**src/rtl/escaner_teclado_if.sv**
```systemverilog
// Keypad-side signal bundle for the matrix scanner.
// The scanner uses master; the keypad or bench side uses slave.
interface escaner_teclado_if;
  logic [3:0] i_Filas;
  logic [3:0] o_Columnas;
  logic [1:0] o_Sel;
  logic [3:0] o_Tecla;
  logic       o_Valida;
  logic       o_Presionada;

  modport master (
    input  i_Filas,
    output o_Columnas, o_Sel, o_Tecla, o_Valida, o_Presionada
  );

  modport slave (
    output i_Filas,
    input  o_Columnas, o_Sel, o_Tecla, o_Valida, o_Presionada
  );
endinterface

```
**src/rtl/escaner_teclado.sv**
```systemverilog
// 4x4 keypad scanner: one-cold column ring, synchronized active-low rows,
// press/release debounce, and a single-cycle pulse when a new key is accepted.
module escaner_teclado #(
  parameter int SCAN_DIV   = 50000,
  parameter int DEBOUNCE_N = 4
) (
  input  logic                i_Clk,
  input  logic                i_Reset,
  escaner_teclado_if.master   kp
);

  localparam int DW = (SCAN_DIV > 2) ? $clog2(SCAN_DIV) : 1;
  localparam int CW = $clog2(DEBOUNCE_N + 1);

  typedef enum logic [1:0] {
    SCAN     = 2'd0,
    DEBOUNCE = 2'd1,
    HELD     = 2'd2
  } state_t;

  function automatic logic [3:0] decode_col(input logic [1:0] sel);
    logic [3:0] col;
    case (sel)
      2'd0:    col = 4'b0111;
      2'd1:    col = 4'b1011;
      2'd2:    col = 4'b1101;
      2'd3:    col = 4'b1110;
      default: col = 4'b0111;
    endcase
    return col;
  endfunction

  // Lowest-index low row wins when several rows are pressed together.
  function automatic logic [1:0] low_row(input logic [3:0] filas);
    logic [1:0] idx;
    if (!filas[0]) begin
      idx = 2'd0;
    end else if (!filas[1]) begin
      idx = 2'd1;
    end else if (!filas[2]) begin
      idx = 2'd2;
    end else begin
      idx = 2'd3;
    end
    return idx;
  endfunction

  logic [3:0]    sync1_r, filas_s;
  logic [DW-1:0] div_r;
  logic          tick;
  state_t        state_r, state_n;
  logic [1:0]    sel_r, sel_n;
  logic [3:0]    col_r;
  logic [3:0]    cand_r, cand_n;
  logic [CW-1:0] cnt_r, cnt_n;
  logic [CW-1:0] rel_r, rel_n;
  logic [3:0]    tecla_r, tecla_n;
  logic          valida_r, valida_n;
  logic          pres_r, pres_n;
  logic          any_low;
  logic [1:0]    row_low;

  assign tick    = (div_r == DW'(SCAN_DIV - 1));
  assign any_low = (filas_s != 4'b1111);
  assign row_low = low_row(filas_s);

  // Two-flop synchronizer for the asynchronous row lines.
  always_ff @(posedge i_Clk or negedge i_Reset) begin
    if (!i_Reset) begin
      sync1_r <= 4'b1111;
      filas_s <= 4'b1111;
    end else begin
      sync1_r <= kp.i_Filas;
      filas_s <= sync1_r;
    end
  end

  // Free-running scan divider.
  always_ff @(posedge i_Clk or negedge i_Reset) begin
    if (!i_Reset) begin
      div_r <= '0;
    end else if (tick) begin
      div_r <= '0;
    end else begin
      div_r <= div_r + DW'(1);
    end
  end

  // State and output registers.
  always_ff @(posedge i_Clk or negedge i_Reset) begin
    if (!i_Reset) begin
      state_r  <= SCAN;
      sel_r    <= 2'd0;
      col_r    <= 4'b0111;
      cand_r   <= 4'd0;
      cnt_r    <= '0;
      rel_r    <= '0;
      tecla_r  <= 4'd0;
      valida_r <= 1'b0;
      pres_r   <= 1'b0;
    end else begin
      state_r  <= state_n;
      sel_r    <= sel_n;
      col_r    <= decode_col(sel_n);
      cand_r   <= cand_n;
      cnt_r    <= cnt_n;
      rel_r    <= rel_n;
      tecla_r  <= tecla_n;
      valida_r <= valida_n;
      pres_r   <= pres_n;
    end
  end

  // Next-state logic: scan, debounce a candidate, then wait for a debounced release.
  always_comb begin
    state_n  = state_r;
    sel_n    = sel_r;
    cand_n   = cand_r;
    cnt_n    = cnt_r;
    rel_n    = rel_r;
    tecla_n  = tecla_r;
    valida_n = 1'b0;
    pres_n   = pres_r;
    case (state_r)
      SCAN: begin
        if (tick) begin
          if (any_low) begin
            cand_n = {sel_r, row_low};
            if (DEBOUNCE_N == 1) begin
              tecla_n  = {sel_r, row_low};
              valida_n = 1'b1;
              pres_n   = 1'b1;
              rel_n    = '0;
              cnt_n    = CW'(1);
              state_n  = HELD;
            end else begin
              cnt_n   = CW'(1);
              state_n = DEBOUNCE;
            end
          end else begin
            sel_n = sel_r + 2'd1;
          end
        end else begin
          state_n = SCAN;
        end
      end
      DEBOUNCE: begin
        if (tick) begin
          if (any_low && (row_low == cand_r[1:0])) begin
            if (cnt_r == CW'(DEBOUNCE_N - 1)) begin
              cnt_n    = CW'(DEBOUNCE_N);
              tecla_n  = cand_r;
              valida_n = 1'b1;
              pres_n   = 1'b1;
              rel_n    = '0;
              state_n  = HELD;
            end else begin
              cnt_n = cnt_r + CW'(1);
            end
          end else begin
            cnt_n   = '0;
            sel_n   = sel_r + 2'd1;
            state_n = SCAN;
          end
        end else begin
          state_n = DEBOUNCE;
        end
      end
      HELD: begin
        if (tick) begin
          if (filas_s[tecla_r[1:0]]) begin
            if (rel_r == CW'(DEBOUNCE_N - 1)) begin
              rel_n   = '0;
              cnt_n   = '0;
              pres_n  = 1'b0;
              sel_n   = sel_r + 2'd1;
              state_n = SCAN;
            end else begin
              rel_n = rel_r + CW'(1);
            end
          end else begin
            rel_n = '0;
          end
        end else begin
          state_n = HELD;
        end
      end
      default: begin
        state_n = SCAN;
        cnt_n   = '0;
        rel_n   = '0;
        pres_n  = 1'b0;
      end
    endcase
  end

  assign kp.o_Columnas   = col_r;
  assign kp.o_Sel        = sel_r;
  assign kp.o_Tecla      = tecla_r;
  assign kp.o_Valida     = valida_r;
  assign kp.o_Presionada = pres_r;

endmodule

```
**src/flat_wrapper.sv**
```systemverilog
// flat-port wrapper written by rule: the top's interface ports become plain ports
module escaner_teclado_flat 
#(
  parameter int SCAN_DIV   = 50000,
  parameter int DEBOUNCE_N = 4
)
  (i_Clk, i_Reset, kp_i_Filas, kp_o_Columnas, kp_o_Sel, kp_o_Tecla, kp_o_Valida, kp_o_Presionada);
  escaner_teclado_if kp_i ();
  input  logic i_Clk;
  input  logic i_Reset;
  input wire logic [$bits(kp_i.i_Filas)-1:0] kp_i_Filas;
  output wire logic [$bits(kp_i.o_Columnas)-1:0] kp_o_Columnas;
  output wire logic [$bits(kp_i.o_Sel)-1:0] kp_o_Sel;
  output wire logic [$bits(kp_i.o_Tecla)-1:0] kp_o_Tecla;
  output wire logic [$bits(kp_i.o_Valida)-1:0] kp_o_Valida;
  output wire logic [$bits(kp_i.o_Presionada)-1:0] kp_o_Presionada;
  assign kp_i.i_Filas = kp_i_Filas;
  assign kp_o_Columnas = kp_i.o_Columnas;
  assign kp_o_Sel = kp_i.o_Sel;
  assign kp_o_Tecla = kp_i.o_Tecla;
  assign kp_o_Valida = kp_i.o_Valida;
  assign kp_o_Presionada = kp_i.o_Presionada;
  escaner_teclado #(.SCAN_DIV(SCAN_DIV), .DEBOUNCE_N(DEBOUNCE_N)) u_core (.i_Clk(i_Clk), .i_Reset(i_Reset), .kp(kp_i));
endmodule
```
**config.mk**
```make
export PLATFORM = sky130hd
export DESIGN_NAME = escaner_teclado_flat
export DESIGN_NICKNAME = d
export VERILOG_FILES = /design/src/rtl/escaner_teclado_if.sv /design/src/rtl/escaner_teclado.sv /design/src/flat_wrapper.sv
export SDC_FILE = /design/constraint.sdc
export NUM_CORES = 1
export LEC_CHECK = 0
export CORE_AREA = 2 2 71 73
export CTS_BUF_LIST = sky130_fd_sc_hd__clkbuf_8
export CTS_CLUSTER_SIZE = 25
export DETAILED_ROUTE_END_ITERATION = 8
export DIE_AREA = 0 0 73 75
export PLACE_DENSITY = 0.76
export SLEW_MARGIN = 20
export SYNTH_ARGS = -nofsm -noshare
export SYNTH_HDL_FRONTEND = slang
export SYNTH_SLANG_ARGS = --single-unit
export TNS_END_PERCENT = 20
```
**constraint.sdc**
```tcl
create_clock -name i_Clk -period 4.7 [get_ports i_Clk]
set_input_delay 0.94 -clock i_Clk [delete_from_list [all_inputs] [get_ports i_Clk]]
set_output_delay 0.94 -clock i_Clk [all_outputs]
set_load 0.01 [all_outputs]
```
Yosys cells after proc, flatten, opt, wreduce, memory -nomap -nowiden
Cells that the tools add are included.
- flip-flop bits (word level): 48
- input bits: 6
- output and inout port bits: 12
- word-level logic and storage cells: 100
- $add $sub $neg: 4
- order comparisons: 1
- equality and inequality tests: 22
- multiplexer cells: 51
- bitwise operators: 1
- reduce and logical (&&, ||, !) cells: 9
- operators with widths (operator ; number):
    3-bit two-way mux ; 14
    2-bit two-way mux ; 17
    3-bit case mux with 3 select lines ; 2
    16-bit by 1-bit adder with 16-bit output (second input constant) ; 1
    16-bit equality test (second input constant) ; 1
    16-bit two-way mux ; 1
    2-bit by 1-bit != test with 1-bit output (second input constant) ; 8
    4-bit case mux with 4 select lines ; 1
    1-bit two-way mux ; 12
    2-bit case mux with 3 select lines ; 2
    3-bit != test (second input constant) ; 3
    4-bit != test (second input constant) ; 2
    4-bit AND reduction ; 2
    7-bit AND reduction ; 1
    3-bit by 1-bit adder with 3-bit output (second input constant) ; 2
    2-bit equality test (second input constant) ; 3
    3-bit by 2-bit equality test with 1-bit output (second input constant) ; 2
    6-bit AND reduction ; 1
    5-bit AND reduction ; 1
    2-bit by 1-bit equality test with 1-bit output (second input constant) ; 2
    2-bit zero test ; 2
    2-bit by 3-bit < comparator with 1-bit output (second input constant) ; 1
    1-bit case mux with 3 select lines ; 1
    3-bit AND reduction ; 1
    other kinds (5) ; 5

Depth between registers and ports, before layout
Gate-level depths: netlist of the first run.
- word-level depth: 10
- gate-level depth with buffers: 9
- depth with buffers taken out: 8

Worst setup path after synthesis of the first run
No wires, ideal clock.
- kind: register to register
- start point: register u_core.div_r[0]
- end point: register u_core.cand_r[2]
- library setup time: 128 ps
- arrival time: 1806 ps
- data required time: 4572 ps
- setup slack: 2767 ps
- stages on the path, launching flop included: 7
- buffers on the path: 1
- clock period less this slack: 1933 ps
- cells stage by stage: dfrtp_1 ha_1 nand3_1 nand4b_2 buf_6 nor4_4 mux2_1
- longest elaborated chain between the ends: 2
- ends and longest elaborated chain (item ; RTL line ; text):
    start, declared ; escaner_teclado.sv:49 ; logic [DW-1:0] div_r;
    start signal, assigned ; escaner_teclado.sv:85 ; div_r <= div_r + DW'(1);
    16-bit equality test ; escaner_teclado.sv:63 ; assign tick = (div_r == DW'(SCAN_DIV - 1));
    3-bit AND reduction (no source line) ; - ;
    end signal, assigned ; escaner_teclado.sv:105 ; cand_r <= cand_n;
    end, declared ; escaner_teclado.sv:54 ; logic [3:0] cand_r, cand_n;
Every way passes these cells.
A chain may end at the register's enable or synchronous reset.

Worst setup path after layout of the first run
- start point: register u_core.div_r[0]
- end point: register u_core.col_r[2], in the netlist u_core.kp.o_Columnas[2]
- longest elaborated chain between the ends: 5
- elaborated cells on any way between the ends: 10
- classes of those cells: eq/ne: 4; mux: 5; reduce/logical: 1
- ends and longest elaborated chain (item ; RTL line ; text):
    16-bit equality test * ; escaner_teclado.sv:63 ;
    2-bit two-way mux (on tied branches) ; escaner_teclado.sv:170, escaner_teclado.sv:126, escaner_teclado.sv:148 ;
    2-bit case mux with 3 select lines * ; escaner_teclado.sv:124 ; case (state_r)
    2-bit equality test, or another cell as far along ; escaner_teclado.sv:23 ; case (sel)
    4-bit case mux with 4 select lines * ; escaner_teclado.sv:23 ;
    end signal, assigned ; escaner_teclado.sv:104 ; col_r <= decode_col(sel_n);
    end, declared ; escaner_teclado.sv:53 ; logic [3:0] col_r;
Mark *: on every way between the ends. The rest lies on a longest branch, timed or not.

==> results of run 1 <==
[synth_stat cells, drive strengths merged, types with 5 or more instances]
cell type / n / area [sq um]
dfrtp: 37 / 926
nor2: 17 / 68.8
nand2: 14 / 55.1
nand3: 13 / 65.1
o21ai: 12 / 63.8
dfstp: 11 / 289
xor2: 9 / 78.8
a21oi: 8 / 43.8
mux2: 7 / 78.8
buf: 6 / 41.3
inv: 6 / 22.5
nor3: 5 / 25.0
[power breakdown]
group	leakage [nW]	switching, mW	internal, mW	total [mW]
combinational	0.481	0.0105	0.00577	0.0163
clock	0.0486	0.128	0.117	0.245
sequential	0.618	0.00290	0.419	0.422
[cells in the final DEF, fill, tap and decap left out, types with 3 or more instances in the layout]
cell type,n
dfrtp_1,37
clkdlybuf4s50_1,16
nor2_1,15
nand3_1,13
nand2_1,13
dfstp_2,11
xor2_1,9
a21oi_1,7
o21ai_0,7
mux2_1,7
inv_1,6
clkbuf_8,6
nor3_1,5
nor2b_1,4
and2_1,4
o21ai_1,4
ha_1,4
nand3b_1,3
nand2b_1,3
and3_1,3
xnor2_1,3
[per-stage QoR]
step	instances	setup slack, ns	hold WS [ns]	util, %	total power, mW
after floorplan	201	2.77	0.345	-	0.434
after global placement	265	2.44	0.345	53.2	0.446
after detailed placement	265	2.38	0.351	53.2	0.447
after CTS	273	2.36	0.362	55.2	0.691
after global routing	273	2.17	0.368	55.2	0.715
final	273	2.37	0.361	55.2	0.684
[state kept, by name, indices dropped and copies added (netlist names)]
register / count
u_core.rel_r: 3
u_core.cnt_r: 3
u_core.kp.o_Sel: 2
u_core.kp.o_Presionada: 1
u_core.filas_s: 4
u_core.div_r: 16
u_core.sync1_r: 4
u_core.kp.o_Tecla: 4
u_core.cand_r: 4
u_core.state_r: 2
u_core.kp.o_Columnas: 4
u_core.kp.o_Valida: 1
[cell families after synthesis]
kind of cell               count (synthesis)  share of synthesized area [%]
DFF                                       48                           53.0
adders and majority gates                  4                           2.18
muxes                                      8                           4.42
AOI/OAI and AO/OA                         32                           9.56
xor gates and xnor gates                  12                           4.59
buffers and inverters                     13                           2.95
and+or+nand+nor                           84                           23.3
[final cells by class]
class | instances | area [sq um] | area share (%)
clock inverters | 2 | 11.3 | 0.437
inverters | 6 | 22.5 | 0.875
multi-input cells | 140 | 1010 | 39.2
flip-flops and latches | 48 | 1210 | 47.2
clock buffers | 6 | 82.6 | 3.21
repair buffers | 17 | 168 | 6.51
well taps | 54 | 67.6 | 2.62
[routing by layer]
layer	wire [microns]	up-vias	GRT usage (%)
li1	-	745	-
met1	1740	738	21.4
met2	1810	25	24.5
met3	151	7	3.61
met4	80	0	6.79
met5	0	-	0
[how the worst max path moves through the flow]
stage                                   from                       to  slack [ns]
after global placement       u_core.div_r[0]     u_core.kp.o_Tecla[0]        2.44
after global routing         u_core.div_r[0]  u_core.kp.o_Columnas[0]        2.17
after CTS                 u_core.kp.o_Sel[1]              kp_o_Sel[1]        2.36
after floorplan              u_core.div_r[0]         u_core.cand_r[2]        2.77
after detailed placement     u_core.div_r[0]  u_core.kp.o_Columnas[2]        2.38
final                        u_core.div_r[0]  u_core.kp.o_Columnas[2]        2.37
==> metrics.txt, run 1 <==
status complete, no violations; clk_lat worst skew around 0.30 ns; Crit Path Max Fanout 11; initial DRC count 34; DIE AREA between 5000 and 6000 sq um; CP delay by family, top simple AND/OR/NAND/NOR gates; final setup skew approximately 0.0067 ns; final period utilization 49.6%; number of buffers created by CTS 5; clk root buf clkbuf_8; synthesized area around 2300 sq um; CTS tree yes; routed vias/inst 5.55; syn nets ~210; Rel. slew slack 59.6%; HPWL after detailed placement approximately 2700 microns; final design area excluding fillers between 2000 and 3000 sq um; Worst EP arrival about 2.6 ns; # fillers 386; Synth Register Bits 48; final wirelength 3790 microns; Routed WL per cell around 14 microns; post-route ant nets 0; Slowest-stage cell, CP nand4b_2; CTS Sinks 48; Total Nets Final 228; core area ~4700 sq um; Die W 73 microns; Post-CTS Setup Bufs 0; Final Max Slew Viols 0; R2R depth 7; # rows 25; Die Span Y 75 microns; Max rail drop VDD around 0.24 mV; Total GRT Usage 15.8%; Final Hold Violating Endpoints 0; Seq/Total Area, Yosys a little over half; clk buf depth 2; min-delay src u_core.sync1_r[3]; Resized Gates After CTS 0; Final Setup Violations 0; WS Path Type flop to flop; hold-critical path depth 0; CP startpoint kind flop; vias 1515; Least-Margin Pin Slew 0.606 ns; Reg-to-Reg Start u_core.div_r[0]; Worst R2R End u_core.kp.o_Columnas[2]; RSZ-0062 raised after global routing false; TNS Setup 0 ns; Tmin final between 2 and 2.5 ns; EDFF count, synth 0; post-synthesis cell type count 52; placed cell areas ~2500 sq um; drt drc 0; Post-Synthesis Cells between 200 and 250; Most used DFF post-synth dfrtp_1; crit path cell chain ha_1 > nand3_1 > nand4b_2 > a2111oi_2 > a21oi_1 > xor2_1 > or2_1; Yosys warning total 0; io pins 18; Critical Path RT approximately 4.9 ns; GRT overflow 0; pwr dens 265 nW/um^2; leakage power approximately 1.1 nW; initial antenna violation count 0; worst hold endpoint u_core.filas_s[3]; Fmax around 0.43 GHz; clk slew on worst S/H paths roughly 0.080 ns; GPL Wtd Cong around 0.8; Buffers on Ports 17; internal reg-to-reg setup slack around 2.4 ns; min-delay worst type flop to flop; first-pass GRT wire length between 6000 and 7000 microns; Max Cap Viol 0; Area Overhead vs Synth 12.4%; number of global-route vias before repair between 1000 and 1500; ys async rst share 100%; cts-stage hold buffer count 0; initial core utilization 49.2%; first drt pass iteration count 4; H-Tree Depth 2; Setup crit end kind flop; Antenna Cells 0; CP Depth 7; Mapped Avg Cell Area between 10 and 15 sq um; largest net degree at the start of global routing 49; Largest stage delay, worst path roughly 0.47 ns; layout cells sized above 1 between 15 and 20%; Bufs and invs on worst path 0
Power figures use the tool's default switching activity.
==> run 2, diff against run 1 <==
--- a/config.mk
+++ b/config.mk
@@ -10,7 +10,7 @@
 export CTS_CLUSTER_SIZE = 25
 export DETAILED_ROUTE_END_ITERATION = 8
 export DIE_AREA = 0 0 73 75
-export PLACE_DENSITY = 0.76
+export PLACE_DENSITY = 0.78
 export SLEW_MARGIN = 20
 export SYNTH_ARGS = -nofsm -noshare
 export SYNTH_HDL_FRONTEND = slang
==> constraint.sdc (replaced) <==
create_clock -name i_Clk -period 1.9 [get_ports i_Clk]
set_input_delay 0.38 -clock i_Clk [delete_from_list [all_inputs] [get_ports i_Clk]]
set_output_delay 0.38 -clock i_Clk [all_outputs]
set_load 0.01 [all_outputs]
==> metrics.txt, run 2 (same netlist as run 1, synthesis figures left out) <==
Tmin final around 2 ns; Inst Count DP about 300; H-Tree Depth 2; clk slew on worst S/H paths approximately 0.090 ns; Crit Path Max Fanout 6; Total GRT Usage a little under a fifth; initial antenna violation count 0; Die W between 70 and 80 microns; first drt pass iteration count 4; cts-stage hold buffer count 0; Final Hold Violating Endpoints 0; routed vias/inst between 5 and 6; HPWL after detailed placement between 3000 and 4000 microns; Bufs and invs on worst path 1; status complete, but fails checks; pwr dens around 620 nW/um^2; clk_lat worst skew 0.30 ns; placed cell areas between 2000 and 3000 sq um; Routed WL per cell 15.0 microns; final period utilization 105%; max reg flops 16; TNS Setup -0.510 ns; crit path cell chain or2_1 > a21oi_2 > nor2_2 > nor3b_2 > nand3_2 > buf_6 > mux2_1; Rel. slew slack roughly 62%; clk root buf clkbuf_8; Final Max Slew Viols 0; Critical Path RT ~2.1 ns; Slowest-stage cell, CP dfrtp_1; RSZ-0062 raised after global routing true; CP startpoint kind flop; clk buf depth 2; final wirelength approximately 4700 microns; final worst slack -0.0952 ns; Least-Margin Pin Slew 0.569 ns; GRT overflow 0; number of global-route vias before repair 1673; vias around 1700; Max rail drop VDD 0.555 mV; DIE AREA roughly 5500 sq um; commonest non-fill, non-tap cells in the layout buf_4 (37), dfrtp_1 (37), clkdlybuf4s50_1 (16), nor2_1 (14), nand2_1 (13); min-delay worst type input port to async pin; core area 4660 sq um; first-pass GRT wire length between 7000 and 8000 microns; CTS tree yes; io pins 18; CTS Sinks 48; Total Nets Final ~270; R2R depth 7; Area Overhead vs Synth 29.3%; # rows 25; Fmax 0.501 GHz; Setup crit end kind flop; failing checks negative setup slack; # fillers 310; CP delay by family, top simple AND/OR/NAND/NOR gates; Final Setup Violations 7; Biggest register u_core.div_r; initial core utilization around half; CP Depth 7; final non-filler cell total approximately 310; initial DRC count 79; Die Span Y roughly 75 microns; Antenna Cells 0; largest net degree at the start of global routing 49; final design area excluding fillers ~3000 sq um; layout cells sized above 1 between 30% and 40%; Max Cap Viol 0; drt drc 0; WS Path Type flop to flop; GPL Wtd Cong about 0.84; final setup skew between 0.01 and 0.015 ns; Largest stage delay, worst path roughly 0.46 ns; leakage power 1.37 nW; post-route ant nets 0; Buffers on Ports 17; Worst EP arrival around 2.2 ns; number of buffers created by CTS 5
-- run 2: metrics by stage --
stage | setup slack [ns] | utilization [%] | power [mW] | hold WS [ns]
final | -0.0952 | 63.5 | 1.84 | 0.151
after global routing | -0.137 | 63.5 | 1.91 | 0.225
after CTS | -0.0147 | 61.7 | 1.85 | 0.171
after detailed placement | -0.115 | 58.3 | 1.11 | 0.347
after global placement | -0.0766 | 58.3 | 1.11 | 0.346
after floorplan | -0.00728 | - | 1.07 | 0.0844
-- run 2: final timing paths --
path | from | endpoint | slack [ns]
worst max register to register | u_core.cand_r[0] | u_core.kp.o_Tecla[3] | -0.1
max in group asynchronous | i_Reset | u_core.kp.o_Columnas[0] | 1.37
min in group i_Clk | u_core.sync1_r[1] | u_core.filas_s[1] | 0.36
worst min register to register | u_core.sync1_r[1] | u_core.filas_s[1] | 0.36
worst min-delay path | i_Reset | u_core.kp.o_Sel[0] | 0.15
worst max-delay path | u_core.cand_r[0] | u_core.kp.o_Tecla[3] | -0.1
-- run 2: final cells by class --
cell class                      count  area, sq um  share of cell area (%)
Sequential cell                    48         1210                    41.0
Multi-Input combinational cell    140         1060                    36.0
Timing Repair Buffer               57          477                    16.1
Clock buffer                        5         68.8                    2.32
Tap cell                           54         67.6                    2.28
Clock inverter                      3         46.3                    1.56
Inverter                            6         22.5                   0.760
-- run 2: report_power, final --
group / total, mW / switching, mW / internal [mW]
Combinational: 0.0491 / 0.0292 / 0.0200
Clock: 0.746 / 0.350 / 0.396
Sequential: 1.04 / 0.00673 / 1.04
Total: 1.84 / 0.386 / 1.45
-- run 2: routing by layer --
layer | share of wire (%) | track usage [%] | vias to the layer above
met5 | 0 | 0 | -
met4 | 1.3 | 5.76 | 0
met3 | 2.3 | 3.08 | 5
met2 | 49 | 29.0 | 31
met1 | 47 | 25.3 | 830
li1 | - | - | 821
-- run 2: timing repair --
| action | CTS | global route |
|---|---|---|
| pin swaps | 3 | 3 |
| buffers inserted | 3 | 5 |
| gates resized for setup | 5 | 8 |
| endpoints found under the setup margin | 11 | 15 |
==> run 3, diff against run 2 <==
--- a/config.mk
+++ b/config.mk
@@ -5,12 +5,13 @@
 export SDC_FILE = /design/constraint.sdc
 export NUM_CORES = 1
 export LEC_CHECK = 0
+export CAP_MARGIN = 0
 export CORE_AREA = 2 2 71 73
 export CTS_BUF_LIST = sky130_fd_sc_hd__clkbuf_8
 export CTS_CLUSTER_SIZE = 25
 export DETAILED_ROUTE_END_ITERATION = 8
 export DIE_AREA = 0 0 73 75
-export PLACE_DENSITY = 0.78
+export PLACE_DENSITY_LB_ADDON = 0.15
 export SLEW_MARGIN = 20
 export SYNTH_ARGS = -nofsm -noshare
 export SYNTH_HDL_FRONTEND = slang
==> metrics.txt, run 3 (same netlist as run 1, synthesis figures left out) <==
status complete, but fails checks; failing checks negative setup slack; Buffers on Ports 17; area of the multi-input gates around 1100 sq um; Antenna Cells 0; final setup skew around 0.0086 ns; Area Overhead vs Synth 28.8%; largest net degree at the start of global routing 27; min-delay worst type input port to async pin; commonest non-fill, non-tap cells in the layout dfrtp_1 (37), buf_4 (32), clkdlybuf4s50_1 (16), nor2_1 (14); Die Span Y between 70 and 80 microns; initial core utilization between 40 and 50%; Biggest register u_core.div_r; GRT overflow 0; Least-Margin Pin Slew about 0.54 ns; Max rail drop VDD 0.451 mV; Final Max Slew Viols 0; CP startpoint kind flop; Place WS -0.0410 ns; pwr dens 638 nW/um^2; post-route ant nets 0; leakage power about 1.4 nW; top routing layer in use met4; # rows 25; vias between 1500 and 2000; Total Nets Final ~260; final non-filler cell total about 310; Routed WL per cell approximately 14 microns; Inst Count DP ~300; clk slew on worst S/H paths approximately 0.080 ns; initial antenna violation count 0; CTS Sinks 48; routed length on met2 a little over 2000 microns; Power Total 1.88 mW; final wirelength approximately 4400 microns; # fillers roughly 370; Final Hold Violating Endpoints 0; Die W 73 microns; routed vias/inst 5.43; H-Tree Depth 2; fin util a little over three fifths; Rel. slew slack between 60% and 70%; WS Path Type flop to flop; final design area excluding fillers around 3000 sq um; initial DRC count between 70 and 80; drt drc 0; Sequential Area roughly 1200 sq um; Tmin final approximately 1.9 ns; Crit Path Max Fanout 7; io pins 18; cts-stage hold buffer count 0; final period utilization 100%; Setup crit end kind flop; RSZ-0062 raised after global routing true; core area approximately 4700 sq um; clk_lat worst skew around 0.30 ns; number of global-route vias before repair about 1700; first drt pass iteration count 4; HPWL after detailed placement around 3300 microns; max reg flops 16; number of buffers created by CTS 5; Total GRT Usage 18.5%; DIE AREA between 5000 and 6000 sq um; clk buf depth 2; wire length on met1 around 2200 microns; first-pass GRT wire length just under 8000 microns; Critical Path RT 2.13 ns; layout cells sized above 1 between 30% and 40%; Fmax ~0.52 GHz; commonest non-fill, non-tap cell in the layout dfrtp_1; met3 routed WL about 160 microns; placed cell areas between 2000 and 3000 sq um; Worst EP arrival between 2 and 2.5 ns; clk root buf clkbuf_8; Final Setup Violations 1; CTS tree yes; final worst slack -0.00824 ns; Max Cap Viol 0; GPL Wtd Cong between 0.9 and 1
run 3: layer usage:
metal / vias to the layer above / GRT usage (%)
li1: 818 / -
met1: 812 / 26.7
met2: 33 / 27.8
met3: 8 / 4.28
met4: 0 / 6.17
met5: - / 0
run 3: repair_timing:
item / CTS / global route
gates resized for setup: 8 / 7
setup endpoints to repair: 7 / 16
pin swaps: 4 / 3
setup buffers: 2 / 2
run 3: power by group:
part           leakage (nW)  switching [mW]  total (mW)  internal [mW]
combinational         0.682          0.0299      0.0526         0.0227
clock                0.0645           0.322       0.787          0.464
sequential            0.618         0.00636        1.04           1.04
total                  1.36           0.359        1.88           1.52
run 3: worst paths after layout:
| path | endpoint | start | cells past startpoint | slack (ns) |
|---|---|---|---|---|
| hold / removal | u_core.div_r[10] | i_Reset | 1 | 0.06 |
| setup / recovery | u_core.kp.o_Columnas[2] | u_core.div_r[11] | 6 | -0.008 |
| setup reg to reg | u_core.kp.o_Columnas[2] | u_core.div_r[11] | 6 | -0.008 |
| max in group asynchronous | u_core.filas_s[2] | i_Reset | 2 | 1.24 |
| hold reg to reg | u_core.filas_s[0] | u_core.sync1_r[0] | 0 | 0.36 |
| min in group i_Clk | u_core.filas_s[0] | u_core.sync1_r[0] | 0 | 0.36 |
run 3: cell type report:
cell class	instances	area share [%]
flip-flops and latches	48	41.2
repair buffers	52	15.2
clock inverters	1	1.02
clock buffers	7	3.27
inverters	6	0.763
multi-input cells	140	36.3
well taps	54	2.29
run 3: per-stage QoR:
step	hold WS (ns)	setup TNS [ns]
6_report	0.0594	-0.00824
3_3_place_gp	0.346	0
5_1_grt	0.0789	-0.867
3_5_place_dp	0.348	-0.0821
2_1_floorplan	0.0844	-0.00728
4_1_cts	0.0701	-0.00470
run 3: worst max-delay path: stages, from the launching register on:
cell and delay [ns]:
dfrtp_1 0.42, nor4b_4 0.35, and4b_2 0.38, a31oi_1 0.12
a41oi_2 0.18, nand4_2 0.15, or2_1 0.24
